==> src/rtl/dmem_access_ctrl.sv <==
// Load/store initiator between the execute stage and data_mem: turns one request
// into an address-latch cycle followed by a write or read-capture cycle.
module dmem_access_ctrl #(
    parameter int ADDR_W = 5,
    parameter int DATA_W = 32
) (
    input  logic              clk,
    input  logic              rst,
    input  logic              req_valid,
    output logic              req_ready,
    input  logic              req_is_load,
    input  logic              req_is_store,
    input  logic [31:0]       req_addr,
    input  logic [DATA_W-1:0] req_wdata,
    output logic              done,
    output logic              err,
    output logic [DATA_W-1:0] rdata,
    output logic              dm_wren,
    output logic              dm_is_load,
    output logic              dm_is_store,
    output logic [ADDR_W-1:0] dm_r_addr,
    output logic [ADDR_W-1:0] dm_w_addr,
    output logic [DATA_W-1:0] dm_w_data,
    input  logic [DATA_W-1:0] dm_r_data
);

    typedef enum logic [2:0] {IDLE, ADDR, WRITE, READ, DONE} state_t;

    state_t            state, state_next;
    logic [ADDR_W-1:0] addr_q;
    logic [DATA_W-1:0] wdata_q;
    logic              load_q, store_q, err_q;
    logic              accept, bad_req;

    assign accept  = (state == IDLE) && req_valid && (req_is_load || req_is_store);
    // Rejected: ambiguous op, misaligned, or beyond the 2^ADDR_W word window.
    assign bad_req = (req_is_load && req_is_store) || (req_addr[1:0] != 2'b00)
                   || (|req_addr[31:ADDR_W+2]);

    // NOTE: sequential state uses non-blocking assignments so every register
    // samples pre-edge values regardless of statement order.
    always_ff @(posedge clk) begin
        if (rst) begin
            state   <= IDLE;
            addr_q  <= '0;
            wdata_q <= '0;
            load_q  <= 1'b0;
            store_q <= 1'b0;
            err_q   <= 1'b0;
            rdata   <= '0;
        end else begin
            state <= state_next;
            if (accept) begin
                addr_q  <= req_addr[ADDR_W+1:2];
                wdata_q <= req_wdata;
                load_q  <= req_is_load;
                store_q <= req_is_store;
                err_q   <= bad_req;
            end
            if (state == READ) rdata <= dm_r_data;
        end
    end

    // NOTE: every output of this block gets a default first so no path can
    // leave a signal unassigned and infer a latch.
    always_comb begin
        state_next  = state;
        req_ready   = 1'b0;
        done        = 1'b0;
        err         = 1'b0;
        dm_wren     = 1'b1;
        dm_is_load  = 1'b0;
        dm_is_store = 1'b0;
        case (state)
            IDLE: begin
                req_ready = 1'b1;
                if (accept) state_next = bad_req ? DONE : ADDR;
            end
            ADDR: begin
                dm_is_load  = load_q;
                dm_is_store = store_q;
                state_next  = store_q ? WRITE : READ;
            end
            WRITE: begin
                // Reset overrides the write strobe so a reset never commits data.
                dm_wren     = rst;
                dm_is_store = 1'b1;
                state_next  = DONE;
            end
            READ: begin
                dm_is_load = 1'b1;
                state_next = DONE;
            end
            DONE: begin
                done       = 1'b1;
                err        = err_q;
                state_next = IDLE;
            end
            default: state_next = IDLE;
        endcase
    end

    assign dm_r_addr = addr_q;
    assign dm_w_addr = addr_q;
    assign dm_w_data = wdata_q;

endmodule

==> config.mk <==
export PLATFORM = sky130hd
export DESIGN_NAME = dmem_access_ctrl
export DESIGN_NICKNAME = d
export VERILOG_FILES = /design/src/rtl/dmem_access_ctrl.sv
export SDC_FILE = /design/constraint.sdc
export NUM_CORES = 1
export LEC_CHECK = 0
export ABC_AREA = 1
export CAP_MARGIN = 20
export CORE_AREA = 2 2 87 89
export CTS_BUF_LIST = sky130_fd_sc_hd__clkbuf_8
export DETAILED_ROUTE_END_ITERATION = 16
export DIE_AREA = 0 0 89 91
export GPL_TIMING_DRIVEN = 0
export PLACE_DENSITY_LB_ADDON = 0.15
export SKIP_CTS_REPAIR_TIMING = 1
export SYNTH_ARGS = -nofsm -noshare
export SYNTH_HDL_FRONTEND = slang
export SYNTH_SLANG_ARGS = --single-unit
export TNS_END_PERCENT = 30
==> constraint.sdc <==
create_clock -name clk -period 3.4 [get_ports clk]
set_input_delay 0.85 -clock clk [delete_from_list [all_inputs] [get_ports clk]]
set_output_delay 0.85 -clock clk [all_outputs]
set_load 0.1 [all_outputs]
==> metrics.md <==
| Metric | Value |
|---|---|
| Deepest clock path buffer count | `2` |
| PD cells | `around 450 nW/µm²` |
| Period utilization | `a little over nine tenths` |
| Htree depth | `3` |
| Die Y-Extent | `between 90 and 100 µm` |
| Gr usage total | `a little over a fifth` |
| Crit Path Class | `primary input to primary output` |
| Outcome | `finished clean` |
| DR iter-0 viols | `roughly 110` |
| Setup TNS | `0 ps` |
| Crit-path cells | `clkdlybuf4s50_1 > clkinvlp_4 > clkbuf_1 > nand3_1 > clkbuf_4` |
| TritonCTS clock tree | `done` |
| Skew-Pair Late Insertion Delay | `roughly 340 ps` |
| IO buf count | `180` |
| Drt pass-1 iters | `5` |
| Placer Congestion | `about 0.76` |
| Avg WL per Cell | `between 10 and 15 µm` |
| PnR Total Power | `~2.3 mW` |
| Tmin final | `approximately 3300 ps` |
| Placed wire-length estimate | `~6600 µm` |
| Final Skew | `between 6 and 7 ps` |
| Overflow after GRT | `0` |
| Peak supply drop | `about 0.49 mV` |
| First-pass GRT wire length | `roughly 14000 µm` |
| Starting Density | `about 40%` |
| Hold path start | `load_q$_SDFFE_PP0P_` |
| Total clock sinks | `75` |
| DIE WIDTH | `about 89 µm` |
| Finish-stage setup viols | `0` |
| Mapped Avg Cell Area | `roughly 7.3 µm²` |
| Crit path required time | `2550 ps` |
| Vias | `approximately 3100` |
| Layout area overhead | `74.4%` |
| Hold WC Path Type | `flop to flop` |
| Post-Syn Area | `about 2900 µm²` |
| Layout cells sized above 1 | `~7.5%` |
| Max FO, Critical Path | `10` |
| Final wirelength | `between 8000 and 9000 µm` |
| # fillers | `approximately 630` |
| Clk slew on worst S/H paths | `roughly 80 ps` |
| Nets | `approximately 680` |
| Num CTS Buffers | `9` |
| Pins Over Slew Limit | `0` |
| Warnings from Yosys | `0` |
| Worst reg2reg path startpoint | `state[1]$_SDFFE_PP0P_` |
| Setup crit end kind | `primary output` |
| Root Driver | `clkbuf_8` |
| Boundary pin count | `roughly 180` |
| Yosys reg bits | `75` |
| Max-cap violations | `0` |
| Vias in the first global route | `3074` |
| Placed insts | `671` |
| Cells after Synth | `between 300 and 400` |
| WHS | `466 ps` |
| Hold Vio Cnt, Final | `0` |
| Slowest stage delay, CP | `around 580 ps` |
| Core ar. | `between 7000 and 8000 µm²` |
| Critical-path top delay cell | `clkdlybuf4s50_1` |
| Netlist cell types | `19` |
| LEAKAGE | `between 2 and 2.5 nW` |
| Max_slew headroom | `31.6%` |
| Least-Margin Pin Slew | `approximately 1000 ps` |
| Worst Setup SP | `rst` |
| Via density | `about 4.6` |
| Startpoint Class | `primary input` |
| FMAX | `between 300 and 400 MHz` |
| Unrepaired setup endpoints after global routing | `no` |
| Post-synth net total | `between 400 and 500` |
| Initial antenna violation count | `0` |
| Detailed-route DRC error count | `0` |
| Critical Path AT | `between 2000 and 2500 ps` |
| Die area | `8100 µm²` |
| Post-route ant nets | `0` |
| Row count | `31` |
| Largest net degree at the start of global routing | `13` |
| Layout Cells excl Fill | `686` |
| Diode count | `0` |
| Post-synthesis sequential area ratio | `52.4%` |
| Fin util | `roughly 70%` |
## cell usage in the layout, fill, tap and decap left out, types with 4 or more instances in the layout
cell,instances
a21oi_1,4
buf_2,13
buf_4,6
clkbuf_1,7
clkbuf_8,10
clkdlybuf4s50_1,177
dfxtp_1,75
inv_1,23
nand2_1,23
nand3_1,4
nor2_1,153
o21ai_0,67
o21ai_1,4
## cell usage after synthesis
cell type,number,area [µm²]
dfxtp_1,75,1500
o21ai_1,4,20.0
nor2_1,153,574
o22ai_1,1,6.26
o21ai_0,67,335
nand2_1,23,86.3
buf_4,6,45.0
clkbuf_1,7,26.3
clkinv_1,1,3.75
nand2_2,1,6.26
inv_1,23,86.3
nand3_1,4,20.0
nor3_1,3,15.0
nor2_4,2,22.5
and2_1,1,6.26
a21oi_1,4,20.0
buf_2,13,65.1
inv_2,3,11.3
nor3_4,1,16.3
## power breakdown
group | switching, mW | leakage, nW | internal (mW) | total, mW
sequential | 0.0226 | 0.613 | 0.919 | 0.942
clock | 0.320 | 0.102 | 0.353 | 0.673
combinational | 0.438 | 1.45 | 0.213 | 0.651
## area by class of cell
| cell class | instances | area (µm²) | area share, % |
|---|---|---|---|
| flip-flops and latches | 75 | 1500 | 30.0 |
| well taps | 99 | 124 | 2.48 |
| multi-input cells | 264 | 1140 | 22.8 |
| plain buffers | 26 | 136 | 2.73 |
| clock buffers | 10 | 138 | 2.75 |
| clock inverters | 5 | 53.8 | 1.08 |
| inverters | 27 | 105 | 2.10 |
| repair buffers | 180 | 1800 | 36.1 |
## state kept, by name, indices dropped and copies added (netlist names)
signal / cells
rdata: 32
dm_w_data: 32
state: 3
err_q: 1
load_q: 1
store_q: 1
dm_r_addr: 5
## critical path: cells and delay by family
kind | cells | cell delay [ps]
AND/OR/NAND/NOR | 1 | 130
buffers and inverters | 4 | 1430
## final timing paths
check,endpoint,slack (ps),depth (start not counted)
max,dm_wren,140,5
min,load_q$_SDFFE_PP0P_,470,2
max reg2reg,rdata[24]$_SDFFE_PP0N_,1940,8
min reg2reg,load_q$_SDFFE_PP0P_,470,2
## metrics by stage
| step | setup slack (ps) | cell area, µm² |
|---|---|---|
| 2_1_floorplan | 198 | 2880 |
| 3_3_place_gp | -695 | 4800 |
| 3_5_place_dp | -735 | 4800 |
| 4_1_cts | -734 | 5000 |
| 5_1_grt | 30.7 | 5000 |
| 6_report | 137 | 5000 |
## metal layers
layer	wire length, µm	global-route usage [%]
met5	0	0
met4	145	7.46
met3	693	6.82
met2	4210	37.1
met1	3620	25.4
## cell families (layout without fill, tap and decap cells)
group	count (synthesis)	count (layout)	synth area share (%)
simple gates	188	188	26.0
buf+inv	53	248	8.29
flops	75	75	52.4
compound gates	76	76	13.3
(Power assumes the default switching activity.)
